**config.mk**
```make
export PLATFORM = sky130hd
export DESIGN_NAME = wb_rr_arbiter
export DESIGN_NICKNAME = d
export VERILOG_FILES = /design/src/rtl/wb_rr_arbiter.sv
export SDC_FILE = /design/constraint.sdc
export NUM_CORES = 1
export LEC_CHECK = 0
export CAP_MARGIN = 20
export CORE_AREA = 2 2 122 124
export CTS_BUF_LIST = sky130_fd_sc_hd__clkbuf_2 sky130_fd_sc_hd__clkbuf_4 sky130_fd_sc_hd__clkbuf_8
export DETAILED_ROUTE_END_ITERATION = 10
export DIE_AREA = 0 0 124 126
export SLEW_MARGIN = 20
export SYNTH_ARGS = -nofsm -noshare
export SYNTH_HDL_FRONTEND = slang
export SYNTH_SLANG_ARGS = --single-unit
```
**constraint.sdc**
```tcl
create_clock -name i_clk -period 3.5 [get_ports i_clk]
set_input_delay 0.35 -clock i_clk [delete_from_list [all_inputs] [get_ports i_clk]]
set_output_delay 0.35 -clock i_clk [all_outputs]
set_load 0.05 [all_outputs]
```
**src/rtl/wb_rr_arbiter.sv**
```systemverilog
// Two-master, one-slave Wishbone classic arbiter with round-robin grant held per CYC
// and a stalled-strobe watchdog that answers ERR when the slave never responds.
module wb_rr_arbiter #(
    parameter int ADDR_WIDTH = 30,
    parameter int DATA_WIDTH = 32,
    parameter int TIMEOUT    = 255
) (
    input  logic                    i_clk,
    input  logic                    i_reset_n,
    input  logic                    i_m0_cyc,
    input  logic                    i_m0_stb,
    input  logic                    i_m0_we,
    input  logic [ADDR_WIDTH-1:0]   i_m0_adr,
    input  logic [DATA_WIDTH-1:0]   i_m0_dat,
    input  logic [DATA_WIDTH/8-1:0] i_m0_sel,
    output logic [DATA_WIDTH-1:0]   o_m0_dat,
    output logic                    o_m0_ack,
    output logic                    o_m0_err,
    input  logic                    i_m1_cyc,
    input  logic                    i_m1_stb,
    input  logic                    i_m1_we,
    input  logic [ADDR_WIDTH-1:0]   i_m1_adr,
    input  logic [DATA_WIDTH-1:0]   i_m1_dat,
    input  logic [DATA_WIDTH/8-1:0] i_m1_sel,
    output logic [DATA_WIDTH-1:0]   o_m1_dat,
    output logic                    o_m1_ack,
    output logic                    o_m1_err,
    output logic                    o_s_cyc,
    output logic                    o_s_stb,
    output logic                    o_s_we,
    output logic [ADDR_WIDTH-1:0]   o_s_adr,
    output logic [DATA_WIDTH-1:0]   o_s_dat,
    output logic [DATA_WIDTH/8-1:0] o_s_sel,
    input  logic [DATA_WIDTH-1:0]   i_s_dat,
    input  logic                    i_s_ack,
    input  logic                    i_s_err,
    output logic [1:0]              o_grant
);

    // Handshake: a master owns the slave from grant until it drops cyc; each cycle with
    // owner stb high is one request, completed by ack or err in that same cycle.
    localparam bit             WD_EN    = (TIMEOUT > 0);
    localparam int             CW       = WD_EN ? $clog2(TIMEOUT + 1) : 1;
    localparam logic [CW-1:0]  CNT_LAST = WD_EN ? CW'(TIMEOUT - 1) : '0;

    // Encoding doubles as the one-hot owner vector seen on o_grant.
    typedef enum logic [1:0] {
        S_IDLE = 2'b00,
        S_OWN0 = 2'b01,
        S_OWN1 = 2'b10
    } state_t;

    state_t        state, state_next;
    logic          last_m1, last_m1_next;
    logic [CW-1:0] cnt, cnt_next;
    logic          abort, abort_next;
    logic          owned;
    logic          owner_cyc, owner_stb;
    logic          timeout_pulse;

    always_ff @(posedge i_clk or negedge i_reset_n) begin
        if (!i_reset_n) begin
            state   <= S_IDLE;
            last_m1 <= 1'b1;
            cnt     <= '0;
            abort   <= 1'b0;
        end else begin
            state   <= state_next;
            last_m1 <= last_m1_next;
            cnt     <= cnt_next;
            abort   <= abort_next;
        end
    end

    always_comb begin
        state_next   = state;
        last_m1_next = last_m1;
        case (state)
            S_IDLE: begin
                if (i_m0_cyc && (!i_m1_cyc || last_m1)) begin
                    state_next   = S_OWN0;
                    last_m1_next = 1'b0;
                end else if (i_m1_cyc) begin
                    state_next   = S_OWN1;
                    last_m1_next = 1'b1;
                end
            end
            S_OWN0: begin
                if (!i_m0_cyc) begin
                    if (i_m1_cyc) begin
                        state_next   = S_OWN1;
                        last_m1_next = 1'b1;
                    end else begin
                        state_next = S_IDLE;
                    end
                end
            end
            S_OWN1: begin
                if (!i_m1_cyc) begin
                    if (i_m0_cyc) begin
                        state_next   = S_OWN0;
                        last_m1_next = 1'b0;
                    end else begin
                        state_next = S_IDLE;
                    end
                end
            end
            default: state_next = S_IDLE;
        endcase
    end

    always_comb begin
        owned     = (state == S_OWN0) || (state == S_OWN1);
        owner_cyc = 1'b0;
        owner_stb = 1'b0;
        if (state == S_OWN0) begin
            owner_cyc = i_m0_cyc;
            owner_stb = i_m0_stb;
        end else if (state == S_OWN1) begin
            owner_cyc = i_m1_cyc;
            owner_stb = i_m1_stb;
        end
    end

    // A coincident ack/err suppresses the timeout, so the slave's answer always wins.
    always_comb begin
        timeout_pulse = WD_EN && owned && owner_cyc && owner_stb && !abort &&
                        !i_s_ack && !i_s_err && (cnt == CNT_LAST);

        cnt_next = cnt + CW'(1);
        if (!WD_EN || !owned || abort || timeout_pulse || (state_next != state) ||
            !(owner_cyc && owner_stb) || i_s_ack || i_s_err) begin
            cnt_next = '0;
        end

        abort_next = abort;
        if (state_next != state) begin
            abort_next = 1'b0;
        end else if (timeout_pulse) begin
            abort_next = 1'b1;
        end
    end

    always_comb begin
        o_s_cyc  = 1'b0;
        o_s_stb  = 1'b0;
        o_s_we   = 1'b0;
        o_s_adr  = '0;
        o_s_dat  = '0;
        o_s_sel  = '0;
        o_m0_ack = 1'b0;
        o_m0_err = 1'b0;
        o_m1_ack = 1'b0;
        o_m1_err = 1'b0;
        case (state)
            S_OWN0: begin
                o_s_cyc  = i_m0_cyc & ~abort;
                o_s_stb  = i_m0_stb & ~abort;
                o_s_we   = i_m0_we;
                o_s_adr  = i_m0_adr;
                o_s_dat  = i_m0_dat;
                o_s_sel  = i_m0_sel;
                o_m0_ack = i_s_ack & ~abort;
                o_m0_err = (i_s_err & ~abort) | timeout_pulse;
            end
            S_OWN1: begin
                o_s_cyc  = i_m1_cyc & ~abort;
                o_s_stb  = i_m1_stb & ~abort;
                o_s_we   = i_m1_we;
                o_s_adr  = i_m1_adr;
                o_s_dat  = i_m1_dat;
                o_s_sel  = i_m1_sel;
                o_m1_ack = i_s_ack & ~abort;
                o_m1_err = (i_s_err & ~abort) | timeout_pulse;
            end
            default: ;
        endcase
    end

    assign o_m0_dat = i_s_dat;
    assign o_m1_dat = i_s_dat;
    assign o_grant  = state;

endmodule

```
### Word level (Yosys, flattened, before mapping)

Cells that the tools add are included.

* register bits after elaboration: 12
* input port bits: 174
* output and inout bits: 139
* logic and storage cells: 76

* $add $sub $neg: 1
* eq/ne operators: 7
* multiplexer cells: 30
* bitwise gates (word level): 8
* reductions and logical operators: 26

Operators with widths (number)
* case mux 32 bit (2 select lines): 1
* case mux 30 bit (2 select lines): 1
* 2-to-1 mux 1 bit: 16
* 2-to-1 mux 2 bit: 5
* adder 8 x 1 -> 8 bit, second input constant: 1
* == test 8 bit, second input constant: 1
* logical AND 1 bit: 8
* logical OR 1 bit: 8
* 2-to-1 mux 8 bit: 1
* case mux 4 bit (2 select lines): 1
* AND 1 bit: 6
* zero test 1 bit: 6
* inequality test 2 bit, second input constant: 3
* case mux 1 bit (2 select lines): 3
* case mux 2 bit (3 select lines): 1
* AND reduction 4 bit: 1
* case mux 1 bit (3 select lines): 1
* nonzero test 3 bit: 1
* == test 2 x 1 -> 1 bit, second input constant: 1
* == test 2 bit, second input constant: 1
* zero test 2 bit: 1
* inequality test 2 bit: 1
* nonzero test 2 bit: 1
* inverter 1 bit: 1
* bitwise OR 1 bit: 1

### Longest topological paths before layout

* depth in word-level cells: 15
* mapped depth: 8
* depth with buffers taken out: 6

### Worst setup path before layout

Ideal clock, no wire load.

* path kind: flip-flop to output port
* start: reg state[1], in the netlist o_grant[1]
* end: out o_m0_err
* arrival: 2663 ps
* slack: 487 ps
* cell stages (with the launch flop): 7
* path through: dfrtp_1 -> inv_1 -> ha_1 -> nand2b_1 -> a2111oi_4 -> a21oi_1 -> nor2b_1

* cells in the longest elaborated chain, start to end: 11
* elaborated cells on any way between the ends: 15

RTL lines
* start, declared: RTL line 53 `state_t state, state_next;`
* start signal, assigned: RTL line 68 `state <= state_next;`
* == test 2 bit: RTL line 113, 119
* 2-to-1 mux 1 bit: RTL line 119 `end else if (state == S_OWN1) begin`
* 2-to-1 mux 1 bit: RTL line 116 `if (state == S_OWN0) begin`
* logical AND 1 bit (4 in a row): RTL line 127 `timeout_pulse = WD_EN && owned && owner_cyc && owner_stb && !abort &&`
* logical AND 1 bit (2 in a row): RTL line 128 `!i_s_ack && !i_s_err && (cnt == CNT_LAST);`
* bitwise OR 1 bit: RTL line 164 `o_m0_err = (i_s_err & ~abort) | timeout_pulse;`
* 2-to-1 mux 1 bit (*): RTL line 155 `case (state)`
* end, declared: RTL line 18 `output logic o_m0_err,`

Mark *: on every way between the ends. The rest lies on a longest branch, timed or not.

### Worst setup path after layout

* start: reg state[0], in the netlist o_grant[0]
* end: out o_s_adr[7]

* cells in the longest elaborated chain, start to end: 2
* elaborated cells on any way between the ends: 3

RTL lines
* == test 2 bit or == test 2 x 1 -> 1 bit (tied branches): RTL line 155
* case mux 30 bit (2 select lines) (*): RTL line 155
* end, declared: RTL line 31 `output logic [ADDR_WIDTH-1:0] o_s_adr,`

Marked as above.

==> metrics.txt <==
status finished, final reports clean; CTS Hold Bufs 0; total core area roughly 0.014 mm^2; reg2reg start o_grant[0]; Worst-Skew Late Latency approximately 250 ps; die area 0.01562 mm^2; Die W 124 um; DRT iter0 DRCs 136; RSZ-0062 raised after global routing false; IO Port Bufs 216; CP Launch Type register; total wire length 11.72 mm; final hold vios 0; Final ANT Viol Nets 0; Worst slew margin ~62%; PD cells about 790 mW/mm^2; synth unique cells 40; starting density of the core between 10% and 20%; site row count 44; Setup Skew around 4.8 ps; number of max-cap violations 0; pin count of the biggest net entering global routing 42; Reg-to-Reg End cnt[2]; Synth async-reset ratio 100.0%; Max Fclk 311.3 MHz; CTS tree built; gr usage total 13.82%; Wirelength per Cell 18.17 um; Setup WS pre-CTS between 500 and 600 ps; Worst IR Drop VDD 0.4061 mV; synth top area cells a22oi_1, buf_4, nor2b_1; Layout Cells excl Fill ~650; ANT cells 0; setup_tns 0 ps; Final nets ~640; Post-Layout Inst Area 0.004370 mm^2; area delta synth->final 77.67%; flops & latches, synth 12; CTS Buf Count 3; via count of the first global-routing pass 2,916; layout cells sized above 1 8.026%; r2r setup slk ~1100 ps; final setup fails 0; most common cell in the netlist nor2b_1; Placer Congestion a little under 0.8; Remaining Overflow, GRT 0; sequential element share of the synthesized area approximately 12%; setup bufs post-CTS 0; Detailed Routing Iterations Pass 1 4; Worst EP arrival 2860 ps; Final Slew Violations 0; Mapped Area about 0.0025 mm^2; Post-synth top cells nor2b_1, a22oi_1, buf_4; initial antenna violation count 0; Tcrit/Tclk final between 90% and 100%; CP Class register to output port; top cell type's share of synthesized area 21.06%; reg2reg path depth 6; Tightest Pin Transition 565.2 ps; CTS max path bufs 2; Post-DP HPWL 9.486 mm; min Tclk post-route 3212 ps; drt drc 0; via count 2,845; hold crit path type primary input to asynchronous set/reset pin; fin worst setup slack 287.9 ps; Critical Path RT roughly 3200 ps; Reg clk slew, reported paths 50 ps; Total Power 3.465 mW; Setup crit end kind output port; Gates resized, CTS repair 0; first-pass GRT wire length about 17 mm; main flop type after synthesis dfrtp_1; Root Buffer clkbuf_8; io pins 313; via/cell ratio 4.411; Mapped Cells 324; H-tree Lvls 1; Die Ht between 100 and 150 um; Syn. warnings 0; Mean Syn Cell Area 7.592 um^2; Post-DP Area between 0.004 and 0.005 mm^2; Max Fanout on Critical Path 39; number of flops mapped to enable cells by yosys 0; post-synth net total roughly 510; Lkg Pwr 1.523 nW; Fill cells 1,523; Yosys top cell by area a22oi_1; cell total after placement 641; clk sinks 12
==> report_power, final <==
part	internal [mW]	switching, mW
clock	0.0882	0.0540
sequential	0.161	0.0326
combinational	1.16	1.97
==> state kept, by name (all words and copies together) (netlist names) <==
register and flops:
cnt 8, last_m1 1, abort 1, o_grant 2
==> worst max path at each step <==
stage	start	endpoint	slack [ps]	cells after the start
after floorplan	o_grant[1]	o_m0_err	490	6
after global placement	o_grant[0]	o_s_adr[8]	580	6
after detailed placement	o_grant[0]	o_s_adr[21]	560	6
after CTS	o_grant[0]	o_s_adr[7]	270	6
after global routing	o_grant[0]	o_s_adr[7]	110	6
final	o_grant[0]	o_s_adr[7]	290	6
==> cell families after synthesis <==
logic type,share of synthesized area (%)
AOI/OAI and AO/OA,27.57
xor gates and xnor gates,2.136
adders and majority gates,3.560
buffers and inverters,24.52
DFF,12.26
muxes,1.221
and+or+nand+nor,28.74
==> worst max-delay path, cell delays in order (launching register included) <==
cell and delay, ps:
dfrtp_1 470, inv_1 150, ha_2 570, buf_12 270, a22oi_1 120, nor2b_1 150, clkdlybuf4s50_1 850
==> cell usage in the layout (no fill, tap or decap), drive strengths merged, types with 2 or more instances in the layout <==
cell,instances
nand2b,4
and3b,3
ha,7
o211ai,3
xor2,5
a22oi,69
nand4,3
nor2b,71
mux2i,3
a21oi,7
nand2,5
nand3,6
dfrtp,11
clkdlybuf4s50,200
clkbuf,4
inv,4
buf,23
and4,2
nor3,8
nor2,6
==> metal layers <==
metal  share of wire, %  GRT usage, %  vias to the layer above
met4                1.3         2.644                        0
met2                 45         22.20                      157
met3                 12         5.254                       19
li1                   -             -                     1364
met1                 41         17.69                     1305
met5                  0             0                        -
==> area by class of cell <==
| class | count | area [um^2] | area share (%) |
|---|---|---|---|
| repair buffers | 223 | 2212 | 50.62 |
| multi-input cells | 218 | 1563 | 35.76 |
| flip-flops and latches | 12 | 301.5 | 6.900 |
| well taps | 184 | 230.2 | 5.268 |
| clock buffers | 4 | 48.80 | 1.117 |
| inverters | 4 | 15.01 | 0.3435 |
==> stage by stage <==
stage	util [%]	hold WS, ps
2_1_floorplan	-	54.41
3_3_place_gp	30.19	536.1
3_5_place_dp	30.19	543.7
4_1_cts	30.53	477.7
5_1_grt	30.53	495.1
6_report	30.53	457.5
No activity file was read; power rests on OpenSTA's default activity.
